**src/rtl/latch_writer.sv**
```systemverilog
// Write/clear sequencer for a transparent-latch bank: setup/pulse/hold timing, then readback check.
// Write takes SETUP+PULSE+HOLD+1 cycles to done, clear PULSE+HOLD+1; wr_ready_o is low while busy and requests are dropped.
module latch_writer #(
  parameter int WIDTH     = 8,
  parameter int SETUP_CYC = 1,
  parameter int PULSE_CYC = 2,
  parameter int HOLD_CYC  = 1
) (
  input  logic             clk_i,
  input  logic             rst_ni,
  input  logic             wr_valid_i,
  output logic             wr_ready_o,
  input  logic [WIDTH-1:0] wr_data_i,
  input  logic             clr_req_i,
  output logic [WIDTH-1:0] lat_d_o,
  output logic             lat_en_o,
  output logic             lat_clr_o,
  input  logic [WIDTH-1:0] lat_q_i,
  output logic             done_o,
  output logic             err_o
);

  localparam int MAX_SP  = (SETUP_CYC > PULSE_CYC) ? SETUP_CYC : PULSE_CYC;
  localparam int MAX_LEN = (MAX_SP > HOLD_CYC) ? MAX_SP : HOLD_CYC;
  localparam int CW      = $clog2(MAX_LEN) + 1;

  localparam logic [CW-1:0] SETUP_LD = CW'(SETUP_CYC - 1);
  localparam logic [CW-1:0] PULSE_LD = CW'(PULSE_CYC - 1);
  localparam logic [CW-1:0] HOLD_LD  = CW'(HOLD_CYC - 1);

  typedef enum logic [2:0] {
    S_IDLE  = 3'd0,
    S_SETUP = 3'd1,
    S_PULSE = 3'd2,
    S_HOLD  = 3'd3,
    S_CHECK = 3'd4
  } state_e;

  typedef enum logic {
    M_WR  = 1'b0,
    M_CLR = 1'b1
  } mode_e;

  state_e           state_q, state_d;
  mode_e            mode_q, mode_d;
  logic [CW-1:0]    cnt_q, cnt_d;
  logic [WIDTH-1:0] exp_q, exp_d;
  logic [WIDTH-1:0] lat_d_q, lat_d_d;
  logic             lat_en_q, lat_en_d;
  logic             lat_clr_q, lat_clr_d;
  logic             done_q, done_d;
  logic             err_q, err_d;
  logic             ready_q, ready_d;
  logic             cnt_zero;

  assign cnt_zero = (cnt_q == '0);

  always_comb begin
    state_d = state_q;
    mode_d  = mode_q;
    cnt_d   = cnt_q;
    exp_d   = exp_q;
    lat_d_d = lat_d_q;
    done_d  = 1'b0;
    err_d   = 1'b0;

    unique case (state_q)
      S_IDLE: begin
        // Clear wins over write; lat_d keeps its old value during a clear.
        if (clr_req_i) begin
          mode_d  = M_CLR;
          exp_d   = '0;
          cnt_d   = PULSE_LD;
          state_d = S_PULSE;
        end else if (wr_valid_i) begin
          mode_d  = M_WR;
          exp_d   = wr_data_i;
          lat_d_d = wr_data_i;
          cnt_d   = SETUP_LD;
          state_d = S_SETUP;
        end
      end
      S_SETUP: begin
        if (cnt_zero) begin
          cnt_d   = PULSE_LD;
          state_d = S_PULSE;
        end else begin
          cnt_d = cnt_q - CW'(1);
        end
      end
      S_PULSE: begin
        if (cnt_zero) begin
          cnt_d   = HOLD_LD;
          state_d = S_HOLD;
        end else begin
          cnt_d = cnt_q - CW'(1);
        end
      end
      S_HOLD: begin
        if (cnt_zero) begin
          cnt_d   = '0;
          state_d = S_CHECK;
        end else begin
          cnt_d = cnt_q - CW'(1);
        end
      end
      S_CHECK: begin
        done_d  = 1'b1;
        err_d   = (lat_q_i != exp_q);
        cnt_d   = '0;
        state_d = S_IDLE;
      end
      default: begin
        cnt_d   = '0;
        state_d = S_IDLE;
      end
    endcase
  end

  // Pulse outputs are decoded from the next state so they are registered yet aligned with it.
  always_comb begin
    ready_d   = (state_d == S_IDLE);
    lat_en_d  = (state_d == S_PULSE) && (mode_d == M_WR);
    lat_clr_d = (state_d == S_PULSE) && (mode_d == M_CLR);
  end

  always_ff @(posedge clk_i) begin
    if (!rst_ni) begin
      state_q   <= S_IDLE;
      mode_q    <= M_WR;
      cnt_q     <= '0;
      exp_q     <= '0;
      lat_d_q   <= '0;
      lat_en_q  <= 1'b0;
      lat_clr_q <= 1'b0;
      done_q    <= 1'b0;
      err_q     <= 1'b0;
      ready_q   <= 1'b1;
    end else begin
      state_q   <= state_d;
      mode_q    <= mode_d;
      cnt_q     <= cnt_d;
      exp_q     <= exp_d;
      lat_d_q   <= lat_d_d;
      lat_en_q  <= lat_en_d;
      lat_clr_q <= lat_clr_d;
      done_q    <= done_d;
      err_q     <= err_d;
      ready_q   <= ready_d;
    end
  end

  assign wr_ready_o = ready_q;
  assign lat_d_o    = lat_d_q;
  assign lat_en_o   = lat_en_q;
  assign lat_clr_o  = lat_clr_q;
  assign done_o     = done_q;
  assign err_o      = err_q;

  a_en_clr_exclusive: assert property (@(posedge clk_i) disable iff (!rst_ni)
    !(lat_en_q && lat_clr_q));
  a_d_stable_in_pulse: assert property (@(posedge clk_i) disable iff (!rst_ni)
    lat_en_q |=> $stable(lat_d_q));

endmodule

```
**config.mk**
```make
export PLATFORM = sky130hd
export DESIGN_NAME = latch_writer
export DESIGN_NICKNAME = d
export VERILOG_FILES = /design/src/rtl/latch_writer.sv
export SDC_FILE = /design/constraint.sdc
export NUM_CORES = 1
export LEC_CHECK = 0
export CAP_MARGIN = 30
export CELL_PAD_IN_SITES_DETAIL_PLACEMENT = 1
export CELL_PAD_IN_SITES_GLOBAL_PLACEMENT = 1
export CORE_MARGIN = 3
export CORE_UTILIZATION = 42
export CTS_BUF_LIST = sky130_fd_sc_hd__clkbuf_4 sky130_fd_sc_hd__clkbuf_8
export CTS_CLUSTER_DIAMETER = 120
export DETAILED_ROUTE_END_ITERATION = 12
export DONT_BUFFER_PORTS = 1
export PLACE_DENSITY = 0.77
export SLEW_MARGIN = 40
export SYNTH_ARGS = -nofsm -noshare
export SYNTH_HDL_FRONTEND = slang
export SYNTH_SLANG_ARGS = --single-unit
```
**constraint.sdc**
```tcl
create_clock -name clk_i -period 1.3 [get_ports clk_i]
set_clock_uncertainty 0.05 [all_clocks]
set_input_delay 0.195 -clock clk_i [delete_from_list [all_inputs] [get_ports clk_i]]
set_output_delay 0.195 -clock clk_i [all_outputs]
set_load 0.05 [all_outputs]
```
Word-level counts from Yosys, hierarchy flattened --
Cells that the tools add are included.
Cells by class: reduce and logical (&&, ||, !) cells 10, bitwise logic cells 2, mux-type cells 17, add/sub/neg operators 1, equal/unequal tests 7
Operators by type and width (number):
- 8-bit two-way mux | 2
- 3-bit two-way mux | 5
- 3-bit one-hot mux with 4 select lines | 1
- 3-bit by 2-bit == test with 1-bit output, second input constant | 3
- 2-bit two-way mux | 4
- 8-bit != test | 1
- 3-bit logical NOT | 2
- 2-bit one-hot mux with 3 select lines | 1
- 1-bit two-way mux | 4
- 2-bit AND reduction | 2
- 3-bit by 1-bit == test with 1-bit output, second input constant | 1
- 3-bit == test, second input constant | 1
- 3-bit != test, second input constant | 1
- 3-bit AND reduction | 1
- 1-bit logical AND | 2
- 2-bit logical NOT | 1
- 1-bit inverter | 2
- 2-bit nonzero test | 1
- 2-bit OR reduction | 1
- 2-bit by 1-bit subtractor with 2-bit output, second input constant | 1
Word-level totals: output and inout port bits 13, logic and storage cells 47, bits of input ports 20, register bits after elaboration 27

Depth between registers and ports, before layout --
word-level depth 5, depth in mapped cells 6, depth with buffers taken out 4

Least setup slack after synthesis --
Ideal clock, no wire load.
path type reg-to-reg, start point register state_q[1], end point register exp_q[0], required time 1.180 ns, clock period less this slack 1.250 ns, library setup time 0.070 ns, cell stages (with the launch flop) 7, path buffers 2, path slack 0.050 ns, arrival 1.130 ns, cell sequence dfxtp_1 > buf_2 > nor4_2 > and2_1 > buf_4 > nand2_1 > a21boi_1
Between the ends: longest elaborated chain between the ends 2
Ends and longest elaborated chain:
- start: declaration | line 44 | state_e state_q, state_d;
- start signal: assignment | line 140 | state_q <= state_d;
- 3-bit logical NOT | line 67 | unique case (state_q)
- 2-bit AND reduction (no line)
- end signal: assignment | line 143 | exp_q <= exp_d;
- end: declaration | line 47 | logic [WIDTH-1:0] exp_q, exp_d;
No other way between the ends. A chain may end at the register's enable or synchronous reset.

Worst setup path after layout --
start point register state_q[2], end point register lat_clr_q, in the netlist lat_clr_o
Between the ends: longest elaborated chain between the ends 5, elaborated cells between the ends (all ways) 13, those cells by class 4 x eq/ne; 7 x mux; 2 x reduce/logical
Ends and longest elaborated chain:
- 3-bit two-way mux | line 75 | end else if (wr_valid_i) begin
- 3-bit two-way mux | line 70 | if (clr_req_i) begin
- 3-bit one-hot mux with 4 select lines | line 67
- 3-bit by 2-bit == test with 1-bit output | line 124 | lat_clr_d = (state_d == S_PULSE) && (mode_d == M_CLR);
- 1-bit logical AND * | line 124
- end signal: assignment | line 146 | lat_clr_q <= lat_clr_d;
- end: declaration | line 50 | logic lat_clr_q, lat_clr_d;
Every way passes the cells marked *; elsewhere a longest branch is shown, timed or not.

==> metrics.txt <==
outcome=finished with violations; dpl ws=-0.0865 ns; Worst Path Required=roughly 1.5 ns; PwrDens=about 1200 nW/µm²; failing checks=hold timing, setup timing; area of the multi-input gates=approximately 590 µm²; share of the yosys chip area belonging to registers=0.502; Flop pwr share=0.564; internal power=between 1 and 1.5 mW; Die Y-Extent=56.6 µm; gr usage total=0.190; worst vdd ir=0.000904 V; Skew-Pair Late Insertion Delay=~0.34 ns; cts bufs inserted=3; Pre-antenna DRT Iters=4; DIE AREA=about 3200 µm²; Vias=between 900 and 1000; first-pass GRT wire length=approximately 4700 µm; mapped cell area=about 1100 µm²; CTS tree=built; final worst slack=-0.0760 ns; DRT antenna net count=0; clk slew on worst S/H paths=0.15 ns; top-area cell type share of the netlist area=0.502; Hold Vio Cnt, Final=20; NetSw=around 560 µW; largest net degree at the start of global routing=21; fillcell total=between 200 and 300; Crit Path Max Fanout=5; max-cap violations=0; final setup vio count=7; Lkg Pwr=slightly below 0.6 nW; initial antenna violation count=0; Synth-to-Final Area Change=31.5%; Synth cell types=28; fin crit share=1.06; DIE WIDTH=56.6 µm; synth warn=0; slew margin rel.=0.674; gr ovfl total=0; leading area contributor after synthesis=dfxtp_1; Sinks on Clock Net=27; vias in the first global route=between 900 and 1000; #FFs+latches synth=27; IO Pins=33; DR vias/cell=about 5.5; Combinational Power Share=0.217; net count after synthesis=140; RSZ-0062 raised after global routing=yes; Register Area=~550 µm²; Max Buffers Root-to-Sink=2; syn_area_per_cell=about 9.0 µm²; fin cells=171; clock network fraction of design power=0.219; Final Max Tran Viols=0; Fmax=roughly 730 MHz; # rows=17; Hold Slack=-0.0679 ns; DR DRC count=0; Final GP Congestion=0.896; final WL=approximately 2900 µm; worst slew pin tran=0.488 ns; post-route minimum period=roughly 1.4 ns; IO buf count=0; sw frac=0.325; CP startpoint kind=flop; core area=~2300 µm²; Nets=164; final setup TNS=-0.182 ns; final core utilization=0.610; Routed WL per cell=around 17 µm; WP data arrival=roughly 1.6 ns; share of layout cells above drive strength 1=0.280; register-to-register setup slack=-0.08 ns; CP Class=flop to flop; iteration-0 DRC count of the detailed router=9; # H-tree levels=1; Root Driver=clkbuf_4; Starting Density=0.464; crit path capture type=flop; Final Power=approximately 1.7 mW; HP Class=input pin to flop; top post-synthesis cells by area=dfxtp_1, a21boi_1, nand2_1, xor2_1, o21ai_0; Placed Instances=157; DP HPWL=approximately 2000 µm; synthesized instance count=120; n_diodes=0; Post-CTS Hold Buffers=8
==> routing by layer <==
layer / routed length (µm) / global-route usage / vias to the layer above / share of wire
met4: 41 / 0.0712 / 0 / 0.014
met3: 151 / 0.0529 / 4 / 0.052
met2: 1550 / 0.343 / 25 / 0.53
met1: 1170 / 0.208 / 456 / 0.40
li1: - / - / 459 / -
met5: 0 / 0 / - / 0
==> synthesized netlist by cell type <==
| cell | instances |
|---|---|
| a21oi_1 | 3 |
| a22oi_1 | 1 |
| a221oi_1 | 1 |
| dfxtp_1 | 27 |
| o21ai_0 | 5 |
| inv_1 | 1 |
| a21boi_1 | 16 |
| nor2b_1 | 2 |
| or3_1 | 1 |
| nand4_1 | 1 |
| nand2b_1 | 2 |
| nor3_2 | 1 |
| and3_1 | 1 |
| o21a_1 | 1 |
| buf_2 | 2 |
| o21ai_1 | 1 |
| nand2_1 | 30 |
| buf_4 | 1 |
| and2_1 | 1 |
| nor4_2 | 1 |
| nand3_1 | 1 |
| nor3_1 | 1 |
| nor4_1 | 3 |
| clkbuf_1 | 2 |
| nor2_1 | 4 |
| xor2_1 | 8 |
| a21boi_0 | 1 |
| o2111a_1 | 1 |
==> path summary, 6_finish.rpt <==
kind | start | end | cells after the start
setup reg to reg | state_q[2] | lat_clr_o | 4
setup / recovery | state_q[2] | lat_clr_o | 4
hold reg to reg | lat_d_o[2] | lat_d_o[2] | 2
hold / removal | rst_ni | done_o | 2
==> cell usage in the layout (no fill, tap or decap), types with 3 or more instances in the layout <==
cell / n
a21boi_1: 13
a21boi_2: 3
a21oi_1: 3
buf_4: 13
buf_6: 3
clkbuf_4: 3
dfxtp_1: 24
dlygate4sd3_1: 8
nand2_1: 22
nand2_2: 4
nand2_4: 4
nor2_1: 4
o21ai_1: 3
xor2_1: 8
==> power by group through the flow <==
stage                     sequential [mW]  combinational [mW]  clock (mW)
after floorplan                      1.01               0.183           0
after global placement              0.984               0.278           0
after detailed placement            0.987               0.291           0
after CTS                           0.972               0.350       0.388
after global routing                0.983               0.412       0.430
final                               0.975               0.375       0.379
==> state kept, by name, indices dropped and copies added, names as in the netlist <==
signal / count
wr_ready_o: 1
cnt_q: 2
lat_en_o: 1
done_o: 1
err_o: 1
exp_q: 8
lat_d_o: 8
mode_q: 1
state_q: 3
lat_clr_o: 1
==> critical path, cell delays in order, from the launching register on <==
cell     delay [ns]
dfxtp_4        0.40
nor3_2         0.36
nand2_1        0.17
a22oi_1        0.21
nor2_1         0.08
==> area by class of cell <==
cell class	instances	share of cell area
Clock buffer	3	0.0159
Clock inverter	1	0.00531
Inverter	1	0.00265
Multi-Input combinational cell	87	0.414
Sequential cell	27	0.388
Tap cell	28	0.0248
Timing Repair Buffer	24	0.149
==> through the flow <==
stage / hold WS (ns) / instance area, µm²
final: -0.0679 / 1420
after global placement: 0.269 / 1190
after floorplan: 0.251 / 1080
after detailed placement: 0.272 / 1190
after CTS: -0.0690 / 1380
after global routing: -0.103 / 1420
==> logic make-up after synthesis <==
logic type,share of synthesized area
AOI/OAI and AO/OA,0.193
DFF,0.502
xor gates and xnor gates,0.0651
buffers and inverters,0.0267
and+or+nand+nor,0.213
==> repair_timing <==
action,in CTS,in global routing
hold endpoints to repair,21,20
setup buffers,2,0
cloned,0,0
pin swaps,10,6
resized for setup,20,11
setup endpoints to repair,18,21
(Power assumes the default switching activity.)
